<file path="config.mk">
export PLATFORM = sky130hd
export DESIGN_NAME = inst_fetch_queue
export DESIGN_NICKNAME = d
export VERILOG_FILES = /design/src/rtl/inst_fetch_queue_pkg.sv /design/src/rtl/inst_fetch_queue.sv
export SDC_FILE = /design/constraint.sdc
export NUM_CORES = 1
export LEC_CHECK = 0
export CAP_MARGIN = 5
export CORE_MARGIN = 1
export CORE_UTILIZATION = 30
export DETAILED_ROUTE_END_ITERATION = 8
export GPL_ROUTABILITY_DRIVEN = 1
export PLACE_DENSITY = 0.49
export SLEW_MARGIN = 25
export SYNTH_ARGS = -nofsm -noshare
export SYNTH_HDL_FRONTEND = slang
export SYNTH_SLANG_ARGS = --single-unit
export TNS_END_PERCENT = 1
</file>
<file path="constraint.sdc">
create_clock -name clk -period 3.4 [get_ports clk]
set_clock_uncertainty 0.1 [all_clocks]
set_input_delay 0.68 -clock clk [delete_from_list [all_inputs] [get_ports clk]]
set_output_delay 0.68 -clock clk [all_outputs]
set_load 0.02 [all_outputs]
</file>
<file path="src/rtl/inst_fetch_queue_pkg.sv">
// Shared instruction/CPU header definitions used by the fetch queue.
// Holds the default queue depth, the NOP word and the stored entry layout.
package inst_fetch_queue_pkg;

    localparam int IFQ_DEPTH = 4;
    localparam logic [31:0] NOP_WORD = 32'h0000_0000;

    typedef struct packed {
        logic [31:0] pc;
        logic [31:0] instr;
        logic        adel;
    } ifqEntry_t;

    // Occupancy-derived view of the queue; there is no separate state register.
    typedef enum logic [1:0] {
        IFQ_EMPTY,
        IFQ_PARTIAL,
        IFQ_FULL
    } ifqState_e;

    localparam ifqEntry_t NOP_ENTRY = '{pc: 32'h0000_0000, instr: NOP_WORD, adel: 1'b0};

endpackage

</file>
<file path="src/rtl/inst_fetch_queue.sv">
// Instruction fetch queue between fetch and decode: a small circular flop-array FIFO
// with no bypass, flush-to-empty on redirects, and NOP outputs when empty.
module inst_fetch_queue
    import inst_fetch_queue_pkg::*;
#(
    parameter int DEPTH = IFQ_DEPTH
) (
    input  logic                     clk,
    input  logic                     resetn,
    input  logic                     in_valid,
    input  logic [31:0]              in_pc,
    input  logic [31:0]              in_instr,
    input  logic                     in_adel,
    output logic                     in_ready,
    output logic                     out_valid,
    output logic [31:0]              out_pc,
    output logic [31:0]              out_instr,
    output logic                     out_adel,
    input  logic                     stallD,
    input  logic                     flush,
    output logic [$clog2(DEPTH):0]   count
);

    localparam int PTR_W = $clog2(DEPTH);
    localparam int CNT_W = PTR_W + 1;
    localparam logic [CNT_W-1:0] FULL_COUNT = CNT_W'(DEPTH);

    ifqEntry_t        storage [DEPTH];
    logic [PTR_W-1:0] wrPtr;
    logic [PTR_W-1:0] rdPtr;
    logic [CNT_W-1:0] occupancy;
    ifqState_e        queueState;
    ifqEntry_t        headEntry;
    logic             doPush;
    logic             doPop;

    always_comb begin
        queueState = IFQ_PARTIAL;
        if (occupancy == '0) begin
            queueState = IFQ_EMPTY;
        end else if (occupancy == FULL_COUNT) begin
            queueState = IFQ_FULL;
        end
    end

    // in_ready looks only at occupancy, so a full queue refuses a push even when it pops.
    assign in_ready  = (queueState != IFQ_FULL);
    assign out_valid = (queueState != IFQ_EMPTY);

    assign doPush = in_valid && in_ready && !flush;
    assign doPop  = out_valid && !stallD && !flush;

    always_ff @(posedge clk or negedge resetn) begin
        if (!resetn) begin
            wrPtr     <= '0;
            rdPtr     <= '0;
            occupancy <= '0;
        end else if (flush) begin
            wrPtr     <= '0;
            rdPtr     <= '0;
            occupancy <= '0;
        end else begin
            if (doPush) begin
                wrPtr <= wrPtr + 1'b1;
            end
            if (doPop) begin
                rdPtr <= rdPtr + 1'b1;
            end
            unique case ({doPush, doPop})
                2'b10:   occupancy <= occupancy + 1'b1;
                2'b01:   occupancy <= occupancy - 1'b1;
                default: occupancy <= occupancy;
            endcase
        end
    end

    // Storage needs no reset: entries are only visible through occupancy.
    always_ff @(posedge clk) begin
        if (doPush) begin
            storage[wrPtr] <= '{pc: in_pc, instr: in_instr, adel: in_adel};
        end
    end

    assign headEntry = out_valid ? storage[rdPtr] : NOP_ENTRY;

    assign out_pc    = headEntry.pc;
    assign out_instr = headEntry.instr;
    assign out_adel  = headEntry.adel;
    assign count     = occupancy;

endmodule

</file>
## Yosys cells after proc, flatten, opt, wreduce, memory -nomap -nowiden

Memory sizes are Yosys's and may differ from the RTL's.
Index checks and enable logic that the tools add are counted.

| word-level totals | value |
|---|---|
| register bits after elaboration | 7 |
| bits in writable memories | 260 |
| input port bits | 70 |
| output and inout port bits | 70 |
| memories | 1 |

| cells by class | value |
|---|---|
| add/subtract/negate cells | 4 |
| equal/unequal tests | 4 |
| multiplexer cells | 11 |
| reduce and logical (&&, ||, !) cells | 11 |

Memories:

| memory | words | width | read ports | clocked after Yosys merged registers in | write ports | line | RTL |
|---|---|---|---|---|---|---|---|
| storage | 4 | 65 | 1 | 0 | 1 | inst_fetch_queue.sv:28 | `ifqEntry_t storage [DEPTH];` |

Operators with widths:

| kind | count |
|---|---|
| two-way mux 65 bit | 1 |
| two-way mux 2 bit | 6 |
| one-hot mux 3 bit (2 select lines) | 1 |
| nonzero test 2 bit | 3 |
| adder 2 x 1 -> 2 bit (second input constant) | 2 |
| logical AND 1 bit | 4 |
| adder 3 x 1 -> 3 bit (second input constant) | 1 |
| equality test 3 bit (second input constant) | 1 |
| logical NOT 3 bit | 1 |
| two-way mux 3 bit | 1 |
| nonzero test 3 bit | 1 |
| subtractor 3 x 1 -> 3 bit (second input constant) | 1 |
| equality test 2 x 1 -> 1 bit (second input constant) | 1 |
| equality test 2 bit (second input constant) | 1 |
| logical NOT 1 bit | 2 |
| two-way mux 1 bit | 2 |
| inequality test 2 bit (second input constant) | 1 |

## Logic depth before layout (Yosys ltp)

Gate-level depths: netlist of the first run.

| logic depth | value |
|---|---|
| depth in word-level cells | 9 |
| depth in mapped cells | 9 |
| depth with buffers taken out | 8 |

## Worst setup path before layout of the first run

OpenSTA, ideal clock, no wires.

| path | value |
|---|---|
| kind | reg2reg |
| from | register occupancy[0] (netlist: count[0]) |
| to | memory storage[2][0] in the netlist's numbering, enable pin |
| setup time | 0.430 ns |
| arrival | 2.745 ns |
| data required time | 2.870 ns |
| slack | 0.125 ns |
| cell stages (with the launch flop) | 5 |
| path buffers | 1 |
| period minus slack after synthesis | 3.275 ns |
| cell sequence | dfrtp_1 -> buf_2 -> or3b_1 -> and3b_1 -> and2_1 |

| between the ends | value |
|---|---|
| longest elaborated chain between the ends | 8 |
| elaborated cells on any way between the ends | 9 |
| classes of those cells | 2 x eq/ne; 4 x mux; 3 x reduce/logical |

Ends and longest elaborated chain:

| item | line | RTL |
|---|---|---|
| start, declared | inst_fetch_queue.sv:31 | `logic [CNT_W-1:0] occupancy;` |
| start signal, assigned | inst_fetch_queue.sv:70 | `2'b10: occupancy <= occupancy + 1'b1;` |
| start signal, assigned | inst_fetch_queue.sv:71 | `2'b01: occupancy <= occupancy - 1'b1;` |
| start signal, assigned | inst_fetch_queue.sv:72 | `default: occupancy <= occupancy;` |
| equality test 3 bit | inst_fetch_queue.sv:41 | `end else if (occupancy == FULL_COUNT) begin` |
| two-way mux 2 bit | inst_fetch_queue.sv:41 |  |
| two-way mux 2 bit * | inst_fetch_queue.sv:39 | `if (occupancy == '0) begin` |
| inequality test 2 bit * | inst_fetch_queue.sv:47 | `assign in_ready = (queueState != IFQ_FULL);` |
| named net in_ready | inst_fetch_queue.sv:14 | `output logic in_ready,` |
| logical AND 1 bit * (2 in series) | inst_fetch_queue.sv:50 | `assign doPush = in_valid && in_ready && !flush;` |
| two-way mux 1 bit * | inst_fetch_queue.sv:79 | `if (doPush) begin` |
| two-way mux 1 bit (not written as such) * | inst_fetch_queue.sv:80 | `storage[wrPtr] <= '{pc: in_pc, instr: in_instr, adel: in_adel};` |
| end, declared | inst_fetch_queue.sv:28 |  |

Mark *: on every way through the listed nets, which the timed path passes. The rest lies on a longest branch.

## Worst setup path in the final report of the first run

| path | value |
|---|---|
| from | register rdPtr[0] |
| to | output out_pc[13] |

| between the ends | value |
|---|---|
| longest elaborated chain between the ends | 2 |

Ends and longest elaborated chain:

| item | line | RTL |
|---|---|---|
| start, declared | inst_fetch_queue.sv:30 | `logic [PTR_W-1:0] rdPtr;` |
| start signal, assigned | inst_fetch_queue.sv:67 | `rdPtr <= rdPtr + 1'b1;` |
| memory (4 x 65 bit) | - |  |
| two-way mux 65 bit | inst_fetch_queue.sv:84 | `assign headEntry = out_valid ? storage[rdPtr] : NOP_ENTRY;` |
| end, declared | inst_fetch_queue.sv:16 | `output logic [31:0] out_pc,` |

Every way passes these cells.

==> metrics, run 1 <==
DIE AREA=~35000 um^2; Worst-Margin Slew=approximately 480 ps; Routed Antenna Nets=0; DRC violations left=0; routability cong.=0.753; status=complete, no violations; fin cells=between 1k and 1.5k; Bufs on Longest Clock Path=3; chip width=between 150 and 200 um; FP Rows=67; post-synthesis average cell area=21.7 um^2; commonest non-fill, non-tap cells in the layout=260 x edfxtp_1, 89 x clkdlybuf4s50_1, 65 x mux4_2, 65 x nor2b_1, 40 x dlygate4sd2_1; Worst setup SP type=register; nature of the critical path endpoint=output port; Vias per Instance=4.62; Syn Inst Count=~480; RSZ-0062 raised after global routing=true; largest net degree at the start of global routing=70; Antenna diodes=0; crit-path max FO=13; # H-tree levels=1; R2R depth=6; max-capacitance violation count=0; Clk Latency, worst-skew pair=roughly 540 ps; PwrDens=585 nW/um^2; nets@finish=716; min Tclk post-route=3310 ps; Arr. time, crit path=2530 ps; Final Power=0.00780 W; CP startpoint=rdPtr[0]$_DFFE_PN0P_; share of cells above drive strength 1=0.196; worst reg2reg startpoint=count[0]$_DFFE_PN0P_; share of the synthesized area in the top cell type=0.753; WP data required=2620 ps; Total Routed Length=22.4 mm; Area contributors post-synth=edfxtp_1 75%, mux4_2 14%, nor2b_1 3.9%, dfrtp_1 1.7%, ha_1 0.48%; Netlist Area Pre-Place=slightly above 10000 um^2; Max Freq=302 MHz; Ports=140; Worst VDD drop=approximately 350 uV; die height=188 um; antenna violations before repair=0; commonest non-fill, non-tap cell in the layout=edfxtp_1; Root Buffer=clkbuf_16; worst reg-to-reg setup slack=between 900 and 1000 ps; input/output buffers=139; Seq/Total Area, Yosys=0.770; HP Class=in2async; Initial Util=0.307; Rel. slew slack=0.680; synthesized net count=552; P_leak=approximately 4.5 nW; total grt overflow=0; Post-CTS Hold Fix Bufs=0; post-synth cell types=34; Hold Fails Final Rpt=0; CTS sink cnt=approximately 270; CTS tree=yes; Post-DP HPWL=12.8 mm; cell accounting for the most synthesized area=edfxtp_1; setup TNS=0 ps; first-pass GRT wire length=34.4 mm; Final setup viols=0; core box area=33800 um^2; WL/cell=just over 20 um; drt first pass iters=5; number of synthesized register bits=267; post-placement cell count=1054; CTS Buf Count=29; Final Max Tran Viols=0; Syn-to-layout area delta=28.7%; Yosys warning count=0; total global-route track usage=0.129; vias in the first global route=approximately 5.8k; Final Cycle Share=0.974; Reg clk slew, reported paths=around 60 ps; initial DRC count=248; reg-to-reg endpoint=count[2]$_DFFE_PN0P_; vias after detailed routing=5118; crit path kind=reg2out
repair_timing:
action | CTS | global route
gates resized for setup | 42 | 12
buffers inserted | 2 | 0
endpoints found under the hold margin | 0 | 0
gates cloned | 1 | 1
setup endpoints to repair | 57 | 16
worst max-delay path by stage:
stage / to / slack, ps / cells after the start
global placement: out_pc[18] / 490 / 4
detailed placement: out_pc[21] / 490 / 4
finish: out_pc[13] / 90 / 4
CTS: out_instr[27] / 0.7 / 4
global route: out_pc[13] / -3 / 4
floorplan: storage[2][0]$_DFFE_PP_ / 120 / 4
state kept, by name (all words and copies together), names as in the netlist:
signal and flops:
storage 260, rdPtr 2, count 3, wrPtr 2
through the flow:
step,instance area (um^2),worst slack [ps],utilization,hold slack [ps]
after floorplan,10400,125,-,284
after detailed placement,12400,494,0.367,472
after global routing,13300,-2.93,0.395,327
final,13300,87.6,0.395,330
after CTS,13300,0.669,0.393,313
after global placement,12400,490,0.367,455
report_power, final:
group / total [W] / leakage [nW] / internal [W] / switching, W
combinational: 0.00118 / 1.58 / 0.000559 / 0.000619
sequential: 0.00378 / 2.45 / 0.00373 / 0.0000463
clock: 0.00285 / 0.419 / 0.00164 / 0.00120
kinds of logic (layout without fill, tap and decap cells):
logic type	Yosys count	count (layout)	share of synthesized area
flip-flops	267	267	0.770
AND/OR/NAND/NOR	92	92	0.0548
multiplexers	65	65	0.141
buffers and inverters	30	212	0.0157
AO/OA/AOI/OAI	15	15	0.00881
adder cells (fa/ha/maj)	5	5	0.00676
XOR/XNOR	3	3	0.00254
worst max-delay path, stage by stage, from the launching register on:
cell and delay (ps):
dfrtp_4 540, buf_16 210, mux4_2 520, nor2b_1 160
clkdlybuf4s50_1 550
cells in the mapped netlist:
library cell	count
a2111oi_0	1
a21oi_1	8
a32oi_1	1
and2_1	4
and2b_1	1
and3b_1	1
buf_2	7
buf_4	3
buf_6	4
clkbuf_1	12
dfrtp_1	7
edfxtp_1	260
fa_1	1
ha_1	4
inv_1	4
mux4_2	65
nand2_1	3
nand2b_1	1
nand3_1	3
nand3b_1	2
nor2_1	3
nor2b_1	65
nor3_1	2
nor3_2	1
nor3b_1	1
nor4_1	1
o21a_1	1
o21ai_0	2
o311ai_0	1
o31ai_1	1
or2_2	1
or3_1	2
or3b_1	1
xnor2_1	3
area by class of cell:
| class | instances | area [um^2] |
|---|---|---|
| Sequential cell | 267 | 7990 |
| Inverter | 4 | 15.0 |
| Fill cell | 3048 | 20400 |
| Timing Repair Buffer | 159 | 1680 |
| Clock inverter | 12 | 101 |
| Clock buffer | 37 | 756 |
| Tap cell | 448 | 561 |
| Multi-Input combinational cell | 180 | 2240 |
per-layer routing:
metal / GRT usage / vias to the layer above / share of wire
li1: - / 2258 / -
met1: 0.171 / 2695 / 0.45
met2: 0.214 / 133 / 0.49
met3: 0.0253 / 32 / 0.046
met4: 0.0381 / 0 / 0.018
met5: 0 / - / 0
(Power assumes the default switching activity.)
==> inputs of run 2 (changes only) <==
- SLEW_MARGIN: 25 -> 10
- TNS_END_PERCENT: 1 -> 100
==> run 2 against run 1 <==
  * Routed wire length fell by 1.1%
  * First-iteration DRC count shrank 1.6%
  * Clock-buffer cell count is the same
  * Flip-flop and latch count stayed put
  * Utilization unchanged
  * Worst setup slack improved by 3.3 ps
  * Register-to-register slack gained 40 ps
  * Hold slack better by 0.70 ps
  * Critical path type unchanged
  * Critical endpoint is now out_instr[22]
  * Highest routed layer unchanged
==> metrics, run 2 (synthesis gave the netlist of run 1 again) <==
status=complete, no violations; die height=188 um (unchanged); Worst VDD drop=348 uV (-0.19%); DRC violations left=0 (unchanged); total grt overflow=0 (unchanged); met3 wire length=1.01 mm (-2.4%); initial DRC count=244 (-1.6%); Syn-to-layout area delta=28.7% (unchanged); routability cong.=0.753 (unchanged); final setup margin=91.0 ps (+3.34 ps); CTS sink cnt=267 (unchanged); Comb power frac=0.150 (about the same); HP Class=in2async; sw frac=0.239 (-0.000835); commonest non-fill, non-tap cells in the layout=260 x edfxtp_1, 89 x clkdlybuf4s50_1, 65 x mux4_2, 65 x nor2b_1, 40 x dlygate4sd2_1; Initial Util=0.307 (unchanged); chip width=188 um (unchanged); CTS tree=yes; routed wl met2=10.8 mm (-1.2%); Root Buffer=clkbuf_16; Rel. slew slack=0.680 (about the same); Total Routed Length=22.1 mm (-1.1%); Ports=140 (unchanged); WL met1=9.90 mm (-1.2%); Final Max Tran Viols=0 (unchanged); Clk Latency, worst-skew pair=540 ps (about the same); max reg flops=260 (unchanged); DP Area=12400 um^2 (unchanged); vias after detailed routing=5105 (-0.25%); Largest Register=storage; FP Rows=67 (unchanged); P_leak=4.46 nW (+0.14%); Reg clk slew, reported paths=60 ps (about the same); nets@finish=718 (+0.28%); crit-path max FO=7 (-6); Bufs on Longest Clock Path=3 (unchanged); worst reg-to-reg setup slack=960 ps (+40 ps); Internal=0.00593 W (about the same); antenna violations before repair=0 (unchanged); commonest non-fill, non-tap cell in the layout=edfxtp_1; # H-tree levels=1 (unchanged); Worst setup SP type=register; core box area=33800 um^2 (unchanged); Post-DP HPWL=12.8 mm (unchanged); Antenna diodes=0 (unchanged); clock share of power=0.365 (about the same); first-pass GRT wire length=34.3 mm (about the same); crit path kind=reg2out; Worst-Margin Slew=478 ps (+0.178 ps); Final Cycle Share=0.973 (-0.000981); sw power=0.00186 W (-0.53%); max layer used=met4; WL/cell=20.0 um (-1.3%); share of cells above drive strength 1=0.200 (+0.00395); Final setup viols=0 (unchanged); vias in the first global route=5753 (unchanged); RSZ-0062 raised after global routing=true; Setup WS pre-CTS=494 ps (unchanged); total global-route track usage=0.129 (-0.000164); largest net degree at the start of global routing=70 (unchanged); max-capacitance violation count=0 (unchanged); Routed Antenna Nets=0 (unchanged); PwrDens=584 nW/um^2 (-0.18%); CTS Buf Count=29 (unchanged); drt first pass iters=4 (-1); WP data required=2620 ps (about the same); Arr. time, crit path=2530 ps (about the same); input/output buffers=139 (unchanged); Hold Fails Final Rpt=0 (unchanged); design area=13300 um^2 (unchanged); DIE AREA=35300 um^2 (unchanged); Max Freq=302 MHz (+0.10%); Fill cells=3051 (+0.098%); nature of the critical path endpoint=output port; Vias per Instance=4.60 (-0.43%); min Tclk post-route=3310 ps (-3.34 ps); Seq pwr share=0.485 (about the same)
## run 2: changes by cell type in the layout (fill, tap and decap cells not counted)
cell,delta
buf_4,+4
buf_12,-1
buf_6,-1
dfrtp_1,-1
dfrtp_2,+1
## run 2: timing repair
item,in CTS,in global routing
buffers inserted,2,3
hold buffers,0,0
setup endpoints to repair,57,16
cloned,1,0
gates resized for setup,42,13
## run 2: critical path, cell delays in order, from the launching register on
cell	delay (ps)
dfrtp_4	520
buf_4	240
mux4_2	510
nor2b_1	150
clkdlybuf4s50_1	560
## run 2: layout make-up
type	instances	area [um^2]	share of cell area
clock buffer	37	756	0.0566
clock inverter	12	101	0.00760
inverter	4	15.0	0.00113
multi-input combinational	180	2240	0.168
sequential	267	7990	0.599
tap	448	561	0.0420
timing repair buffer	161	1680	0.126
## run 2: power groups by stage
stage | Sequential [W] | Combinational, W | Clock, W
after floorplan | 0.00383 | 0.000664 | 0
after global placement | 0.00384 | 0.00123 | 0
after detailed placement | 0.00385 | 0.00123 | 0
after CTS | 0.00378 | 0.00120 | 0.00295
after global routing | 0.00379 | 0.00126 | 0.00307
final | 0.00378 | 0.00117 | 0.00284
## run 2: path summary, 6_finish.rpt
| path | start | endpoint | depth (start not counted) |
|---|---|---|---|
| hold / removal | resetn | count[0]$_DFFE_PN0P_ | 1 |
| setup reg to reg | count[2]$_DFFE_PN0P_ | count[2]$_DFFE_PN0P_ | 6 |
| max in group asynchronous | resetn | rdPtr[1]$_DFFE_PN0P_ | 1 |
| hold reg to reg | wrPtr[1]$_DFFE_PN0P_ | wrPtr[1]$_DFFE_PN0P_ | 2 |
| min in group clk | wrPtr[1]$_DFFE_PN0P_ | wrPtr[1]$_DFFE_PN0P_ | 2 |
| setup / recovery | rdPtr[0]$_DFFE_PN0P_ | out_instr[22] | 4 |
## run 2: metrics by stage
stage / std cells / hold WS (ps) / util / setup TNS [ps] / power (W)
final: 1109 / 330 / 0.395 / 0 / 0.00779
after global routing: 1109 / 328 / 0.395 / -5.43 / 0.00812
after CTS: 1106 / 313 / 0.393 / 0 / 0.00793
after detailed placement: 1054 / 472 / 0.367 / 0 / 0.00508
after global placement: 1054 / 455 / 0.367 / 0 / 0.00507
after floorplan: 477 / 284 / - / 0 / 0.00450
## run 2: routing by layer
layer | GRT usage | vias up
met3 | 0.0253 | 34
li1 | - | 2262
met2 | 0.213 | 123
met4 | 0.0381 | 0
met5 | 0 | -
met1 | 0.171 | 2686
